File: src/rtl/jt49_nch_pkg.sv
// jt49_nch_pkg: shared constants for the N-channel PSG.
// Holds the log-to-linear volume table, the register offset helpers and the
// LFSR geometry used by the optional noise generator.
package jt49_nch_pkg;

  // Noise LFSR: x^17 + x^14 + 1, shifting right with feedback into the MSB.
  // The output/feedback taps are bit 0 and bit 17-14 = 3.
  localparam int                LFSR_W    = 17;
  localparam int                LFSR_FB_A = 0;
  localparam int                LFSR_FB_B = 3;
  localparam logic [LFSR_W-1:0] LFSR_SEED = 17'h1;

  // Control registers sit right after the 2*CH per-channel registers.
  function automatic int REG_TEN(input int ch);
    return 2 * ch;
  endfunction

  function automatic int REG_NEN(input int ch);
    return 2 * ch + 1;
  endfunction

  function automatic int REG_NPER(input int ch);
    return 2 * ch + 2;
  endfunction

  // Roughly 3 dB per step, 0 is silence and 15 is full scale.
  function automatic logic [7:0] vol2lin(input logic [3:0] vol);
    logic [7:0] lin;
    case (vol)
      4'd0:    lin = 8'd0;
      4'd1:    lin = 8'd2;
      4'd2:    lin = 8'd3;
      4'd3:    lin = 8'd4;
      4'd4:    lin = 8'd5;
      4'd5:    lin = 8'd8;
      4'd6:    lin = 8'd11;
      4'd7:    lin = 8'd16;
      4'd8:    lin = 8'd22;
      4'd9:    lin = 8'd32;
      4'd10:   lin = 8'd45;
      4'd11:   lin = 8'd64;
      4'd12:   lin = 8'd90;
      4'd13:   lin = 8'd127;
      4'd14:   lin = 8'd180;
      default: lin = 8'd255;
    endcase
    return lin;
  endfunction

endpackage

File: src/rtl/jt49_nch_if.sv
// jt49_nch_if: CPU-side register bus of the PSG.
// Bus semantics: a write is taken on every clk edge where cs_n and wr_n are
// both low, with no back-pressure and no dependence on clk_en; dout is a
// registered image of the register selected by addr on the previous clk.
interface jt49_nch_if;
  logic       cs_n;
  logic       wr_n;
  logic [4:0] addr;
  logic [7:0] din;
  logic [7:0] dout;

  modport master (output cs_n, output wr_n, output addr, output din, input dout);
  modport slave  (input cs_n, input wr_n, input addr, input din, output dout);
endinterface

File: src/rtl/jt49_nch_tone.sv
// jt49_nch_tone: one tone channel period counter and square-wave toggle bit.
module jt49_nch_tone #(
  parameter int PW = 12
) (
  input  logic          clk,
  input  logic          rst_n,
  input  logic          cen_i,
  input  logic [PW-1:0] period_i,
  output logic          tone_o
);

  logic [PW-1:0] cnt_q, cnt_d;
  logic [PW-1:0] limit;
  logic          tone_q, tone_d;

  // Next count: period 0 behaves as period 1; a period shrunk below the
  // current count wraps on the very next tick thanks to the >= compare.
  always_comb begin
    limit  = (period_i == '0) ? '0 : period_i - PW'(1);
    cnt_d  = cnt_q;
    tone_d = tone_q;
    if (cen_i) begin
      if (cnt_q >= limit) begin
        cnt_d  = '0;
        tone_d = ~tone_q;
      end else begin
        cnt_d = cnt_q + PW'(1);
      end
    end
  end

  // Counter and tone state
  always_ff @(posedge clk or negedge rst_n) begin
    if (!rst_n) begin
      cnt_q  <= '0;
      tone_q <= 1'b0;
    end else begin
      cnt_q  <= cnt_d;
      tone_q <= tone_d;
    end
  end

  assign tone_o = tone_q;

endmodule

File: src/rtl/jt49_nch.sv
// jt49_nch: N-channel programmable sound generator with a time-multiplexed
// linear mixer. Define JT49_NCH_NOISE_EN to build the shared LFSR noise
// source; without it noise is a constant 1 and its registers read 0.
module jt49_nch
  import jt49_nch_pkg::*;
#(
  parameter int CH = 3,
  parameter int PW = 12,
  parameter int OW = 8 + $clog2(CH)
) (
  input  logic          clk,
  input  logic          rst_n,
  input  logic          clk_en,
  jt49_nch_if.slave     bus,
  output logic [OW-1:0] sound,
  output logic          sample,
  output logic [CH-1:0] ch_bit
);

  localparam int         IW    = (CH > 1) ? $clog2(CH) : 1;
  localparam logic [4:0] A_TEN = 5'(REG_TEN(CH));

  logic [PW-1:0] per_q [CH];
  logic [3:0]    vol_q [CH];
  logic [CH-1:0] ten_q;
  logic [CH-1:0] nen;
  logic          noise;
  logic          wr_en;
  logic [7:0]    rdata_d, dout_q;
  logic [3:0]    pre_q;
  logic          cen16;
  logic [CH-1:0] tone;
  logic [7:0]    lin [CH];

  assign wr_en = ~bus.cs_n & ~bus.wr_n;

  // Period, volume and tone-enable registers; CPU writes ignore clk_en
  always_ff @(posedge clk or negedge rst_n) begin
    if (!rst_n) begin
      for (int c = 0; c < CH; c++) begin
        per_q[c] <= '0;
        vol_q[c] <= '0;
      end
      ten_q <= '0;
    end else if (wr_en) begin
      for (int c = 0; c < CH; c++) begin
        if (bus.addr == 5'(2 * c)) per_q[c][7:0] <= bus.din;
        if (bus.addr == 5'(2 * c + 1)) begin
          per_q[c][PW-1:8] <= bus.din[PW-9:0];
          vol_q[c]         <= bus.din[7:4];
        end
      end
      if (bus.addr == A_TEN) ten_q <= bus.din[CH-1:0];
    end
  end

`ifdef JT49_NCH_NOISE_EN
  localparam logic [4:0] A_NEN  = 5'(REG_NEN(CH));
  localparam logic [4:0] A_NPER = 5'(REG_NPER(CH));

  logic [CH-1:0]     nen_q;
  logic [4:0]        nper_q;
  logic [4:0]        ncnt_q, ncnt_d, nlim;
  logic [LFSR_W-1:0] lfsr_q, lfsr_d;

  // Noise enable mask and noise period registers
  always_ff @(posedge clk or negedge rst_n) begin
    if (!rst_n) begin
      nen_q  <= '0;
      nper_q <= '0;
    end else if (wr_en) begin
      if (bus.addr == A_NEN)  nen_q  <= bus.din[CH-1:0];
      if (bus.addr == A_NPER) nper_q <= bus.din[4:0];
    end
  end

  // Noise divider: the LFSR steps once every nper cen16 ticks (0 acts as 1)
  always_comb begin
    nlim   = (nper_q == '0) ? '0 : nper_q - 5'd1;
    ncnt_d = ncnt_q;
    lfsr_d = lfsr_q;
    if (cen16) begin
      if (ncnt_q >= nlim) begin
        ncnt_d = '0;
        lfsr_d = {lfsr_q[LFSR_FB_A] ^ lfsr_q[LFSR_FB_B], lfsr_q[LFSR_W-1:1]};
      end else begin
        ncnt_d = ncnt_q + 5'd1;
      end
    end
  end

  // Noise divider and LFSR state
  always_ff @(posedge clk or negedge rst_n) begin
    if (!rst_n) begin
      ncnt_q <= '0;
      lfsr_q <= LFSR_SEED;
    end else begin
      ncnt_q <= ncnt_d;
      lfsr_q <= lfsr_d;
    end
  end

  assign nen   = nen_q;
  assign noise = lfsr_q[0];
`else
  assign nen   = '0;
  assign noise = 1'b1;
`endif

  // Read mux: implemented bits only, everything else reads as 0
  always_comb begin
    rdata_d = '0;
    for (int c = 0; c < CH; c++) begin
      if (bus.addr == 5'(2 * c))     rdata_d = per_q[c][7:0];
      if (bus.addr == 5'(2 * c + 1)) rdata_d = {vol_q[c], 4'(per_q[c][PW-1:8])};
    end
    if (bus.addr == A_TEN) rdata_d = 8'(ten_q);
`ifdef JT49_NCH_NOISE_EN
    if (bus.addr == A_NEN)  rdata_d = 8'(nen_q);
    if (bus.addr == A_NPER) rdata_d = {3'b000, nper_q};
`endif
  end

  // Registered read data, refreshed every clk
  always_ff @(posedge clk or negedge rst_n) begin
    if (!rst_n) dout_q <= '0;
    else        dout_q <= rdata_d;
  end

  assign bus.dout = dout_q;

  // Divide-by-16 prescaler on clk_en pulses
  always_ff @(posedge clk or negedge rst_n) begin
    if (!rst_n)      pre_q <= '0;
    else if (clk_en) pre_q <= pre_q + 4'd1;
  end

  assign cen16 = clk_en & (pre_q == 4'hF);

  for (genvar c = 0; c < CH; c++) begin : g_tone
    jt49_nch_tone #(.PW(PW)) u_tone (
      .clk      (clk),
      .rst_n    (rst_n),
      .cen_i    (cen16),
      .period_i (per_q[c]),
      .tone_o   (tone[c])
    );
  end

  // A disabled source is forced to 1 so it does not mute the channel
  assign ch_bit = (tone | ~ten_q) & ({CH{noise}} | ~nen);

  // Per-channel linear level after gating
  always_comb begin
    for (int c = 0; c < CH; c++) begin
      lin[c] = ch_bit[c] ? vol2lin(vol_q[c]) : 8'd0;
    end
  end

  // Mixer: idx walks the channels, one per clk_en, accumulating a frame
  logic [IW-1:0] idx_q, idx_d;
  logic [OW-1:0] acc_q, acc_d, sound_q, sound_d;
  logic          sample_q, sample_d;
  logic          last;

  assign last = (idx_q == IW'(CH - 1));

  // Mixer state register
  always_ff @(posedge clk or negedge rst_n) begin
    if (!rst_n) begin
      idx_q    <= '0;
      acc_q    <= '0;
      sound_q  <= '0;
      sample_q <= 1'b0;
    end else begin
      idx_q    <= idx_d;
      acc_q    <= acc_d;
      sound_q  <= sound_d;
      sample_q <= sample_d;
    end
  end

  // Mixer next state: advance the channel index on every clk_en
  always_comb begin
    idx_d = idx_q;
    if (clk_en) idx_d = last ? '0 : idx_q + IW'(1);
  end

  // Mixer outputs: accumulate, publish the frame sum on the last channel
  always_comb begin
    acc_d    = acc_q;
    sound_d  = sound_q;
    sample_d = 1'b0;
    if (clk_en) begin
      acc_d = ((idx_q == '0) ? '0 : acc_q) + OW'(lin[idx_q]);
      if (last) begin
        sound_d  = acc_d;
        sample_d = 1'b1;
      end
    end
  end

  assign sound  = sound_q;
  assign sample = sample_q;

endmodule

File: src/flat_wrapper.sv
// flat-port wrapper written by rule: the top's interface ports become plain ports
module jt49_nch_flat import jt49_nch_pkg::*;
#(
  parameter int CH = 3,
  parameter int PW = 12,
  parameter int OW = 8 + $clog2(CH)
)
  (clk, rst_n, clk_en, sound, sample, ch_bit, bus_cs_n, bus_wr_n, bus_addr, bus_din, bus_dout);
  jt49_nch_if bus_i ();
  input  logic clk;
  input  logic rst_n;
  input  logic clk_en;
  output logic [OW-1:0] sound;
  output logic sample;
  output logic [CH-1:0] ch_bit;
  input wire logic [$bits(bus_i.cs_n)-1:0] bus_cs_n;
  input wire logic [$bits(bus_i.wr_n)-1:0] bus_wr_n;
  input wire logic [$bits(bus_i.addr)-1:0] bus_addr;
  input wire logic [$bits(bus_i.din)-1:0] bus_din;
  output wire logic [$bits(bus_i.dout)-1:0] bus_dout;
  assign bus_i.cs_n = bus_cs_n;
  assign bus_i.wr_n = bus_wr_n;
  assign bus_i.addr = bus_addr;
  assign bus_i.din = bus_din;
  assign bus_dout = bus_i.dout;
  jt49_nch #(.CH(CH), .PW(PW), .OW(OW)) u_core (.clk(clk), .rst_n(rst_n), .clk_en(clk_en), .bus(bus_i), .sound(sound), .sample(sample), .ch_bit(ch_bit));
endmodule
File: config.mk
export PLATFORM = sky130hd
export DESIGN_NAME = jt49_nch_flat
export DESIGN_NICKNAME = d
export VERILOG_FILES = /design/src/rtl/jt49_nch_pkg.sv /design/src/rtl/jt49_nch_if.sv /design/src/rtl/jt49_nch_tone.sv /design/src/rtl/jt49_nch.sv /design/src/flat_wrapper.sv
export SDC_FILE = /design/constraint.sdc
export NUM_CORES = 1
export LEC_CHECK = 0
export CAP_MARGIN = 20
export CELL_PAD_IN_SITES_DETAIL_PLACEMENT = 1
export CELL_PAD_IN_SITES_GLOBAL_PLACEMENT = 1
export CORE_ASPECT_RATIO = 0.8
export CORE_MARGIN = 4
export CORE_UTILIZATION = 35
export CTS_BUF_LIST = sky130_fd_sc_hd__clkbuf_2
export CTS_CLUSTER_DIAMETER = 40
export DETAILED_ROUTE_END_ITERATION = 7
export MAX_ROUTING_LAYER = met4
export PLACE_DENSITY_LB_ADDON = 0.1
export SYNTH_ARGS = -nofsm -noshare
export SYNTH_HDL_FRONTEND = slang
export SYNTH_HIERARCHICAL = 1
export SYNTH_SLANG_ARGS = --single-unit
File: constraint.sdc
create_clock -name clk -period 3.67 [get_ports clk]
set_input_delay 0.367 -clock clk [delete_from_list [all_inputs] [get_ports clk]]
set_output_delay 0.367 -clock clk [all_outputs]
set_load 0.05 [all_outputs]
==> results.md <==
Status:
- The flow ran to the end, and the final reports show no timing, DRC or antenna violations.

Yosys:
- In the post-synthesis netlist, the biggest area contributors are sky130_fd_sc_hd__dfrtp_1 38%, sky130_fd_sc_hd__ha_1 10%, sky130_fd_sc_hd__mux2_2 4.7%.
- The flip-flop and latch count after synthesis is 125.
- The number of synthesized flops with an enable pin is 0.
- The proportion of synthesized chip area in sequential cells is 37.59%.
- The proportion of synthesized flip-flops having asynchronous set or reset is 100.0%.
- The predominant post-synthesis flop cell is sky130_fd_sc_hd__dfrtp_1.
- In this run the biggest area consumer among cell types represents 37.59% of the synthesized area.
- Averaged over all synthesized cells, the footprint is 9.710 µm².
- The synthesis warning total is 6.
- The biggest area consumer among synthesized cells is sky130_fd_sc_hd__dfrtp_1.
- In the synthesized netlist, the number of instances is 857.
- The number of distinct library cells after synthesis is 66.
- The cell area after synthesis is 8322 µm².
- The number of nets produced by synthesis is 945.

Floorplanning:
- The number of placed I/O pins is 40.
- The initialized floorplan defines 50 standard-cell rows.
- The initial cell density of the core is 35.57%.
- The vertical die dimension is 145.9 µm.
- Measured along the x axis, the die boundary spans 180.4 µm.
- The floorplan step defined a die boundary enclosing 26320 µm².
- The core region area is 23400 µm².

Setup path:
- The signal on the critical path passes through inv_1, ha_1, or2_2, a21oi_1, nor4_1, a211oi_1, a21oi_1, fa_1, a211oi_1, o21bai_1, a21oi_1, xnor2_1, mux2_2.
- The critical path class is register to register.
- The endpoint kind of the worst setup timing path is a register.
- Together, buffers and inverters on the worst path number 1.
- Along the worst path, the maximum fanout reaches 7.
- The cell repeated most along the worst path is sky130_fd_sc_hd__a21oi_1.
- The critical register-to-register path endpoint is u_core/acc_q[6]$_DFFE_PN0P_.
- The cell with the largest stage delay on the worst path is sky130_fd_sc_hd__dfrtp_2.
- For the worst setup path, the data required time is 4.33 ns.
- Broken down by cell family, the worst path's largest delay share belongs to compound AO/OA/AOI/OAI gates.
- The setup check on the worst reg-to-reg path leaves a slack of 0.19 ns.
- The worst setup path is launched from a register.
- Counting cells, the worst reg-to-reg path comes to 13.
- STA puts the critical path data arrival time at 4.14 ns.
- In this run the critical register-to-register path is launched from u_core/vol_q[8]$_DFFE_PN0P_.
- For this run, the slowest stage of the critical path takes 0.51 ns.

Clocking:
- The clock tree from TritonCTS is done.
- The number of buffers inserted during clock tree synthesis is 17.
- The longest clock path from root to sink contains 2 buffers.
- The clock-pin slew of the registers on the worst-case setup and hold paths is 0.25 ns.
- The number of levels in the clock H-tree is 4.
- In this run the clock root is driven by a sky130_fd_sc_hd__clkbuf_2.
- The clock insertion delay at the later pin of the skew report is 0.76 ns.
- The TritonCTS sink count is 125.

Placed design:
- The standard cell area after detailed placement is 9079 µm².
- Once detailed placement completed, the half-perimeter wirelength came to 17.34 mm.
- The total of buffers placed on input and output ports is 39.
- The congestion estimate from routability-driven global placement came to 0.7685.

Layout:
- Once layout is done, the placed cells without fillers occupy 9402 µm².
- Cells with a size suffix above 1 make up 13.21% of the layout.
- In the layout the commonest cells are 124 x sky130_fd_sc_hd__dfrtp_1, 103 x sky130_fd_sc_hd__nand2_1, 82 x sky130_fd_sc_hd__nor2_1.
- Relative to the synthesized area, the layout overhead comes to 12.98%.
- The leading cell type in the layout, fill and taps excluded is sky130_fd_sc_hd__dfrtp_1.
- The net count of the finished layout is 991.

Min path:
- The hold-critical path endpoint is u_core/pre_q[2]$_DFFE_PN0P_.
- The class of the worst hold path is input pin to register.
- The hold-critical path depth is 3.
- The startpoint identified for the worst hold timing path is clk_en.

Routing:
- The first TritonRoute pass finished after 4 iterations.
- In the final routed layout, each cell accounts on average for 18.51 µm.
- The final routed DRC violation total is 0.
- The count of nets left with antenna violations after detail routing is 0.
- The number of DRC markers after the initial detailed-route iteration is 360.
- The routed layout has 6519 vias.
- Dividing the detail-routed via count by the number of cells gives 5.296.
- Summed over all layers, the routed wires come to 22.79 mm.

Timing:
- The number of slew-limit violations in the final report is 0.
- The headroom to the max-slew limit is 37.50%.
- Setup repair after global routing left no endpoint under its margin.
- The total count of hold-check failures in the final report was 0.
- Setup violations remaining at the end of the flow were counted as 0.
- The final critical path takes up 94.85% of the cycle.
- The slew at the pin with the worst max-slew slack is 0.9344 ns.
- The fmax is 0.2873 GHz.
- The setup clock skew after layout is 0.05293 ns.
- The minimum period implied by the final worst setup slack is 3.481 ns.
- In the final timing run, aggregate negative setup slack is 0 ns.

GRT:
- The number of global-route vias before repair came to 7027.
- The initial antenna violation count is 1.
- Entering global routing, the biggest net connects 58 pins.
- The remaining global-route overflow is 0.
- The first global-routing pass estimated 38.03 mm of wire.
- Across every metal layer, demand over resource in global routing totals 18.33%.

Power and ir drop:
- For this design the static power due to leakage is 4.347 nW.
- The power density of the placed cells is 571.4 nW/µm².
- The worst-case vdd ir drop is 0.0003017 V.
- Power comes to 5.372 mW.

Flow run:
- The tool flagged a number of max-cap violations equal to 0.
routing by layer:
metal	share of wire (%)	track usage, %	vias to the layer above
met2	45	27.65	72
met5	0	-	-
li1	-	-	3146
met1	51	26.04	3296
met3	2.9	3.873	5
met4	0.46	2.797	0
kinds of logic after synthesis:
| kind of cell | after synthesis | synth area share (%) |
|---|---|---|
| xor gates and xnor gates | 67 | 7.052 |
| DFF | 125 | 37.59 |
| adders and majority gates | 70 | 10.61 |
| muxes | 78 | 11.02 |
| and+or+nand+nor | 320 | 19.77 |
| AOI/OAI and AO/OA | 139 | 11.17 |
| buffers and inverters | 58 | 2.782 |
registers in the layout, indices dropped and copies added (netlist names), 4 cells and up:
name / cells
u_core/g_tone.u_tone/cnt_q: 36
u_core/per_q: 36
u_core/vol_q: 12
u_core/acc_q: 10
u_core/sound: 10
u_core/bus.dout: 8
u_core/pre_q: 4
how the worst max path moves through the flow:
stage / start / end / slack, ns / cells past startpoint
2_1_floorplan: u_core/vol_q[8]$_DFFE_PN0P_ / u_core/sound[6]$_DFFE_PN0P_ / 0.56 / 13
3_3_place_gp: u_core/vol_q[8]$_DFFE_PN0P_ / u_core/sound[6]$_DFFE_PN0P_ / 0.32 / 13
3_5_place_dp: u_core/vol_q[8]$_DFFE_PN0P_ / u_core/acc_q[6]$_DFFE_PN0P_ / 0.23 / 13
4_1_cts: u_core/vol_q[8]$_DFFE_PN0P_ / u_core/acc_q[6]$_DFFE_PN0P_ / 0.17 / 13
5_1_grt: u_core/vol_q[8]$_DFFE_PN0P_ / u_core/acc_q[6]$_DFFE_PN0P_ / 0.02 / 13
6_report: u_core/vol_q[8]$_DFFE_PN0P_ / u_core/acc_q[6]$_DFFE_PN0P_ / 0.19 / 13
worst register-to-register path, stage by stage, from the launching register on:
cell	delay [ns]
sky130_fd_sc_hd__dfrtp_2	0.51
sky130_fd_sc_hd__inv_1	0.17
sky130_fd_sc_hd__ha_1	0.28
sky130_fd_sc_hd__or2_2	0.32
sky130_fd_sc_hd__a21oi_1	0.15
sky130_fd_sc_hd__nor4_1	0.10
sky130_fd_sc_hd__a211oi_1	0.23
sky130_fd_sc_hd__a21oi_1	0.11
sky130_fd_sc_hd__fa_1	0.51
sky130_fd_sc_hd__a211oi_1	0.32
sky130_fd_sc_hd__o21bai_1	0.12
sky130_fd_sc_hd__a21oi_1	0.19
sky130_fd_sc_hd__xnor2_1	0.11
sky130_fd_sc_hd__mux2_2	0.27
cells in the mapped netlist (all sizes together), types with 4 or more instances:
cell type    n
a31oi        9
inv         34
buf         11
o211ai      11
xor2        38
a22oi        8
nor4         7
mux2i       11
nand2b      12
and3         8
nor2        87
xnor2       29
a211oi       4
and2        12
a21o         6
nand3       26
o21ai       28
a21oi       33
or3         11
o22ai        7
nand2      106
dfrtp      125
mux2        65
ha          69
nand4       17
clkbuf      13
nor3        23
o221ai       8
layout make-up:
| cell class | instances | area, µm² |
|---|---|---|
| Clock inverter | 15 | 195.2 |
| Tap cell | 312 | 390.4 |
| Antenna cell | 3 | 7.507 |
| Inverter | 34 | 127.6 |
| Sequential cell | 125 | 3129 |
| Timing Repair Buffer | 51 | 498.0 |
| Clock buffer | 17 | 85.08 |
| Fill cell | 2690 | 14000 |
| Multi-Input combinational cell | 674 | 4969 |
where the power goes:
part | internal [mW] | switching [mW] | total (mW) | leakage, nW
logic | 1.00 | 1.33 | 2.33 | 2.57
registers | 1.65 | 0.342 | 1.99 | 1.62
clock network | 0.406 | 0.643 | 1.05 | 0.160
total | 3.06 | 2.31 | 5.37 | 4.35
repair_timing:
action,CTS,global route
setup endpoints to repair,0,5
gates resized for setup,0,2
endpoints found under the hold margin,90,0
buffers inserted,0,0
hold buffers,3,0
stage by stage:
stage               hold WS, ns  std cells  setup WS [ns]  util (%)
global placement         0.3568       1193         0.3168     38.80
CTS                      0.1323       1228         0.1744     40.13
floorplan               0.07141        857         0.5617         -
finish                   0.2277       1231         0.1889     40.18
detailed placement       0.3687       1193         0.2321     38.80
global route             0.1581       1229        0.01981     40.16
(Power assumes the default switching activity.)
